## src/rtl/pipeline_hazard_ctrl.sv

```systemverilog
// Hazard/stall controller for a 5-stage pipeline: load-use, branch flush,
// multi-cycle mul/div freeze and SYSCALL halt, plus a stall-cycle counter.
module pipeline_hazard_ctrl #(
  parameter int MULDIV_LAT = 4
) (
  input  logic        clk,
  input  logic        rst_n,
  input  logic [4:0]  id_rs,
  input  logic [4:0]  id_rt,
  input  logic        id_uses_rs,
  input  logic        id_uses_rt,
  input  logic        ex_memtoreg,
  input  logic        ex_regwrite,
  input  logic [4:0]  ex_wbregnum,
  input  logic        ex_branch_taken,
  input  logic        ex_muldiv_start,
  input  logic        wb_syscall,
  input  logic        resume,
  output logic        pc_en,
  output logic        ifid_en,
  output logic        idex_en,
  output logic        exmem_en,
  output logic        memwb_en,
  output logic        ifid_clr,
  output logic        memwb_clr,
  output logic        idex_bb,
  output logic        exmem_bb,
  output logic        muldiv_busy,
  output logic        halted,
  output logic [15:0] stall_cycles,
  output logic [1:0]  dbg_state
);

  typedef enum logic [1:0] {
    ST_RUN    = 2'd0,
    ST_MULDIV = 2'd1,
    ST_HALT   = 2'd2
  } state_t;

  // The entry cycle is the first frozen cycle, so the counter starts one short.
  localparam logic [3:0] LAT_M1 = 4'(MULDIV_LAT - 1);

  state_t      r_state;
  state_t      w_state_nxt;
  logic [3:0]  r_cnt;
  logic [3:0]  w_cnt_nxt;
  logic [15:0] r_stall_cycles;
  logic        w_load_use;
  logic        w_freeze;

  assign w_load_use = ex_memtoreg & ex_regwrite & (ex_wbregnum != 5'd0) &
                      ((id_uses_rs & (id_rs == ex_wbregnum)) |
                       (id_uses_rt & (id_rt == ex_wbregnum)));

  always_ff @(posedge clk or negedge rst_n) begin
    if (!rst_n) begin
      r_state        <= ST_RUN;
      r_cnt          <= 4'd0;
      r_stall_cycles <= 16'd0;
    end else begin
      r_state <= w_state_nxt;
      r_cnt   <= w_cnt_nxt;
      if (!pc_en && (r_stall_cycles != 16'hFFFF))
        r_stall_cycles <= r_stall_cycles + 16'd1;
    end
  end

  always_comb begin
    pc_en       = 1'b1;
    ifid_en     = 1'b1;
    idex_en     = 1'b1;
    exmem_en    = 1'b1;
    memwb_en    = 1'b1;
    ifid_clr    = 1'b0;
    memwb_clr   = 1'b0;
    idex_bb     = 1'b0;
    exmem_bb    = 1'b0;
    muldiv_busy = 1'b0;
    w_freeze    = 1'b0;
    w_state_nxt = r_state;
    w_cnt_nxt   = r_cnt;

    case (r_state)
      ST_HALT: begin
        pc_en    = 1'b0;
        ifid_en  = 1'b0;
        idex_en  = 1'b0;
        exmem_en = 1'b0;
        memwb_en = 1'b0;
        if (resume)
          w_state_nxt = ST_RUN;
      end

      ST_MULDIV: begin
        muldiv_busy = 1'b1;
        if (r_cnt != 4'd0) begin
          w_freeze  = 1'b1;
          w_cnt_nxt = r_cnt - 4'd1;
        end else begin
          // Release cycle: the mul/div result leaves EX with normal enables.
          w_state_nxt = ST_RUN;
        end
      end

      default: begin
        if (wb_syscall) begin
          pc_en       = 1'b0;
          ifid_en     = 1'b0;
          idex_en     = 1'b0;
          exmem_en    = 1'b0;
          memwb_clr   = 1'b1;
          w_state_nxt = ST_HALT;
        end else if (ex_muldiv_start) begin
          muldiv_busy = 1'b1;
          w_freeze    = 1'b1;
          w_cnt_nxt   = LAT_M1;
          w_state_nxt = ST_MULDIV;
        end else if (ex_branch_taken) begin
          ifid_clr = 1'b1;
          idex_bb  = 1'b1;
        end else if (w_load_use) begin
          pc_en   = 1'b0;
          ifid_en = 1'b0;
          idex_bb = 1'b1;
        end
      end
    endcase

    // Freeze front end; EX/MEM takes a bubble while older instructions drain.
    if (w_freeze) begin
      pc_en    = 1'b0;
      ifid_en  = 1'b0;
      idex_en  = 1'b0;
      exmem_bb = 1'b1;
    end
  end

  assign halted       = (r_state == ST_HALT);
  assign stall_cycles = r_stall_cycles;
  assign dbg_state    = r_state;

endmodule

```

## config.mk

```make
export PLATFORM = sky130hd
export DESIGN_NAME = pipeline_hazard_ctrl
export DESIGN_NICKNAME = d
export VERILOG_FILES = /design/src/rtl/pipeline_hazard_ctrl.sv
export SDC_FILE = /design/constraint.sdc
export NUM_CORES = 1
export LEC_CHECK = 0
export CAP_MARGIN = 10
export CORE_UTILIZATION = 28
export CTS_CLUSTER_DIAMETER = 50
export DETAILED_ROUTE_END_ITERATION = 7
export REMOVE_ABC_BUFFERS = 1
export SLEW_MARGIN = 15
export SYNTH_ARGS = -nofsm -noshare
export SYNTH_HDL_FRONTEND = slang
export SYNTH_SLANG_ARGS = --single-unit
```

## constraint.sdc

```tcl
create_clock -name clk -period 2.8 [get_ports clk]
set_input_delay 0.28 -clock clk [delete_from_list [all_inputs] [get_ports clk]]
set_output_delay 0.28 -clock clk [all_outputs]
set_load 0.03 [all_outputs]
```

Yosys cells after proc, flatten, opt, wreduce, memory -nomap -nowiden
Index checks and enable logic that the tools add are counted.

Output and inout bits: 29. Flip-flop bits (word level): 22. Word-level logic and storage cells: 66.

Bitwise logic cells: 7. Multiplexer cells: 36. $add $sub $neg: 2. Equality and inequality tests: 9. Reductions and logical operators: 9.

Operator list (number): 1-bit two-way mux (23); 16-bit by 1-bit adder with 16-bit output, second input constant (1); 16-bit != test, second input constant (1); 4-bit two-way mux (3); 5-bit equality test (2); 2-bit two-way mux (4); 1-bit one-hot mux with 2 select lines (4); 4-bit one-hot mux with 2 select lines (1); 4-bit nonzero test (2); 2-bit != test, second input constant (3); 1-bit AND (5); 5-bit nonzero test (1); 2-bit one-hot mux with 2 select lines (1); 4-bit AND reduction (1); 4-bit by 1-bit subtractor with 4-bit output, second input constant (1); 3-bit AND reduction (1); 2-bit by 1-bit equality test with 1-bit output, second input constant (1); 2-bit equality test, second input constant (1); 2-bit by 1-bit != test with 1-bit output, second input constant (1); 2-bit nonzero test (1); 2-bit OR reduction (1); 1-bit logical AND (1); 1-bit logical NOT (1); 1-bit inverter (1); 1-bit OR (1).

Logic depth before layout (Yosys ltp)
Depth in word-level cells: 12. Mapped depth: 9.

Worst setup path after synthesis
Ideal clock, no wire load.

Path type: flip-flop to output port. Start point: register r_state[0], in the netlist dbg_state[0]. End point: output port pc_en. Slack: -0.015 ns. Required time: 2.520 ns. Stages on the path, launching flop included: 7. Buffers on the path: 1. Arrival: 2.535 ns. Cell sequence: dfrtp_1 > inv_1 > ha_1 > or2b_2 > o22ai_1 > o31a_1 > buf_4.

Longest elaborated chain between the ends: 3. Elaborated cells on any way between the ends: 5. Those cells by class: 2 x eq/ne; 3 x mux.

Ends and longest elaborated chain: start, declared (line 43) `state_t r_state;`; start signal, assigned (line 61) `r_state <= w_state_nxt;`; 2-bit by 1-bit equality test with 1-bit output / 2-bit equality test (equally long branches); 1-bit one-hot mux with 2 select lines; 1-bit two-way mux (*); end, declared (line 19) `output logic pc_en,`.

Every way passes the cells marked *; elsewhere a longest branch is shown, timed or not.

Worst setup path after layout
Start point: input port ex_wbregnum[1]. End point: output port idex_bb.

Longest elaborated chain between the ends: 9. Elaborated cells on any way between the ends: 13. Those cells by class: 2 x eq/ne; 5 x mux; 5 x bitwise; 1 x reduce/logical.

Ends and longest elaborated chain: start, declared (line 14) `input logic [4:0] ex_wbregnum,`; 5-bit equality test (on tied branches) (line 52, 53); 1-bit AND (on tied branches) (line 52, 53); 1-bit OR (line 52) `((id_uses_rs & (id_rs == ex_wbregnum)) |`; 1-bit AND (*) (line 51) `assign w_load_use = ex_memtoreg & ex_regwrite & (ex_wbregnum != 5'd0) &`; 1-bit two-way mux (*) (line 121) `end else if (w_load_use) begin`; 1-bit two-way mux (*) (line 118) `end else if (ex_branch_taken) begin`; 1-bit two-way mux (*) (line 113) `end else if (ex_muldiv_start) begin`; 1-bit two-way mux (*) (line 106) `if (wb_syscall) begin`; 1-bit two-way mux (*) (line 83) `case (r_state)`; end, declared (line 26) `output logic idex_bb,`.

Marks and branches as above.

==> flow_metrics.env <==
export IMPL_min_path_type="in -> async"
export IMPL_rows=25
export IMPL_clkPwrFrac=0.163
export IMPL_gr_total_overflow=0
export IMPL_status="complete, no violations"
export IMPL_cp_common_cell="clkdlybuf4s50_1"
export IMPL_worstPathCellList="clkdlybuf4s50_1, or4_1, o211ai_2, nor2_1, o21a_1, clkdlybuf4s50_1"
export IMPL_cpMaxStageDelayCell="clkdlybuf4s50_1"
export IMPL_wirelength_um=3160
export IMPL_comb_power_share=0.548
export IMPL_whs_ps=367
export IMPL_numCtsBuffers=3
export IMPL_ant_nets=0
export IMPL_grt_max_degree=23
export IMPL_cp_start_kind="primary input"
export IMPL_drv_slew=0
export IMPL_layout_commonest_cell="clkdlybuf4s50_1"
export IMPL_vias=1174
export IMPL_wire_per_inst_um=12.1
export IMPL_utilization=0.437
export IMPL_cts_tree="yes"
export IMPL_p_leak_nw=0.879
export IMPL_fmax_mhz=379
export IMPL_synth_edff_count=0
export IMPL_layout_drive_gt1_share=0.103
export IMPL_rsz0062_at_grt="no"
export IMPL_grt_use_total=0.123
export IMPL_gp_congestion=0.761
export IMPL_fin_skew_ps=3.57
export IMPL_worstSetupEndpointType="primary output"
export IMPL_power_switching_mw=0.757
export IMPL_dieArea_sq_mm=0.00521
export IMPL_synth_seq_cells=22
export IMPL_worstMarginPinSlew_ps=482
export IMPL_syn_mean_instance_area_sq_um=10.1
export IMPL_setup_viol=0
export IMPL_portBuffers=53
export IMPL_cts_path_max_buffers=2
export IMPL_drc_errors=0
export IMPL_syn_area_sq_mm=0.00138
export IMPL_power_density_mw_per_mm2=867
export IMPL_cts_sinks=22
export IMPL_synth_seq_area_share=0.399
export IMPL_hold_viol_final=0
export IMPL_seqPwrFrac=0.289
export IMPL_worst_path_max_fanout=3
export IMPL_total_power_mw=1.79
export IMPL_ios=54
export IMPL_rr_worst_depth=8
export IMPL_hpwl_um=2440
export IMPL_vias_per_cell=4.50
export IMPL_fillers=476
export IMPL_setup_tns_ps=0
export IMPL_max_cap_violations=0
export IMPL_antenna_cells=0
export IMPL_die_h_um=72.2
export IMPL_cts_max_level=1
export IMPL_path_class="in -> out"
export IMPL_min_period_over_period=0.943
export IMPL_finalCriticalPeriod_ps=2640
export IMPL_drt_iter0_drc=59
export IMPL_clk_latency_ps=260
export IMPL_p_int_mw=1.03
export IMPL_grt_pass1_vias=1136
export IMPL_fp_dieW_um=72.2
export IMPL_synthCells=137
export IMPL_root_buffer="clkbuf_8"
export IMPL_final_nets=225
export IMPL_grt_pass1_wl_um=5190
export IMPL_fp_coreArea_sq_mm=0.00472
export IMPL_synthArstFlopShare=1.00
export IMPL_yosysUniqueCellTypes=41
export IMPL_antenna_found_initial=0
export IMPL_floorplan_initialDensity=0.292
export IMPL_drtPass1Iterations=4
export IMPL_arrival_ps=2360
export IMPL_hold_buffers=0
export IMPL_critical_path_max_stage_delay_ps=590
export IMPL_ys_warn_count=0
export IMPL_p_sw_frac=0.424
export IMPL_final_cell_mix="clkdlybuf4s50_1, dfrtp_1, xnor2_1, nand2_1, xor2_1"
export IMPL_relSlewSlack=0.675
export IMPL_synthToLayoutAreaGrowth_pct=49.4
export IMPL_required_ps=2520
export IMPL_peakVddDrop_uv=534
export IMPL_clkSlewWorstSetupHoldPaths_ps=80
export IMPL_ys_flop_type="dfrtp_1"
-- synthesized netlist by cell type, types with 2 or more instances --
master | count | area [sq um]
xor2_1 | 9 | 78.8
and3_2 | 3 | 22.5
and2_1 | 2 | 12.5
o21a_1 | 2 | 15.0
nor2_1 | 5 | 18.8
nand3_1 | 4 | 20.0
dfrtp_1 | 22 | 551
xnor2_1 | 16 | 140
buf_6 | 2 | 22.5
and3_1 | 3 | 18.8
a22o_1 | 2 | 17.5
and4_1 | 3 | 26.3
inv_1 | 6 | 22.5
nand2_1 | 11 | 41.3
ha_1 | 5 | 62.6
o21ai_0 | 5 | 25.0
nand4_1 | 7 | 43.8
nor4_1 | 3 | 18.8
and2_2 | 2 | 15.0
a21oi_1 | 4 | 20.0
-- per-layer routing --
layer	global-route usage	vias to the layer above	wire, um
met1	0.173	542	1600
met3	0.0361	2	183
met2	0.188	31	1360
met4	0.0283	0	18
li1	-	599	-
met5	0	-	0
-- registers in the layout, summed over array words and instances (netlist names) --
name,flops
dbg_state,2
r_cnt,4
stall_cycles,16
-- kinds of logic (layout without fill, tap and decap cells) --
logic type / after synthesis / count (layout) / share of synthesized area
compound gates: 23 / 23 / 0.126
xor+xnor: 25 / 25 / 0.159
fa+ha+maj: 5 / 5 / 0.0453
buf+inv: 10 / 67 / 0.0408
flops: 22 / 22 / 0.399
mux: 1 / 1 / 0.00816
simple gates: 51 / 51 / 0.222
-- worst max-delay path, delay by kind of cell --
| family | cells | cell delay, ps |
|---|---|---|
| compound gates | 2 | 380 |
| simple gates | 2 | 630 |
| buf+inv | 2 | 1060 |
-- path summary, 6_finish.rpt --
| kind | start | end | slack [ps] |
|---|---|---|---|
| worst max-delay path | ex_wbregnum[1] | idex_bb | 160 |
| worst min-delay path | rst_n | r_cnt[3] | 370 |
| worst max register to register | r_cnt[0] | stall_cycles[1] | 490 |
| worst min register to register | stall_cycles[10] | stall_cycles[10] | 500 |
| max in group asynchronous | rst_n | dbg_state[1] | 2210 |
| min in group clk | stall_cycles[10] | stall_cycles[10] | 500 |
-- metrics by stage --
stage | instance area (sq um) | std cells | worst slack (ps)
2_1_floorplan | 1350 | 133 | 21.7
3_3_place_gp | 1990 | 257 | 184
3_5_place_dp | 1990 | 257 | 143
4_1_cts | 2060 | 261 | 15.6
5_1_grt | 2060 | 261 | 75.5
6_report | 2060 | 261 | 159
-- what timing repair did --
item / in CTS / in global routing
endpoints found under the setup margin: 2 / 1
buffers inserted: 0 / 0
resized for setup: 2 / 1
-- power by group through the flow --
stage               Sequential, mW  Clock, mW  Combinational [mW]
floorplan                    0.630          0               0.484
global placement             0.522          0               0.982
detailed placement           0.523          0               0.989
CTS                          0.517      0.303               0.987
global route                 0.530      0.319                1.06
finish                       0.517      0.291               0.979
-- layout make-up --
type / instances / area, sq um / area share
multi-input cells: 105 / 773 / 0.375
well taps: 67 / 83.8 / 0.0407
clock buffers: 3 / 41.3 / 0.0200
inverters: 6 / 22.5 / 0.0109
clock inverters: 1 / 30.0 / 0.0146
flip-flops and latches: 22 / 551 / 0.267
repair buffers: 57 / 561 / 0.272
Power figures use the tool's default switching activity.
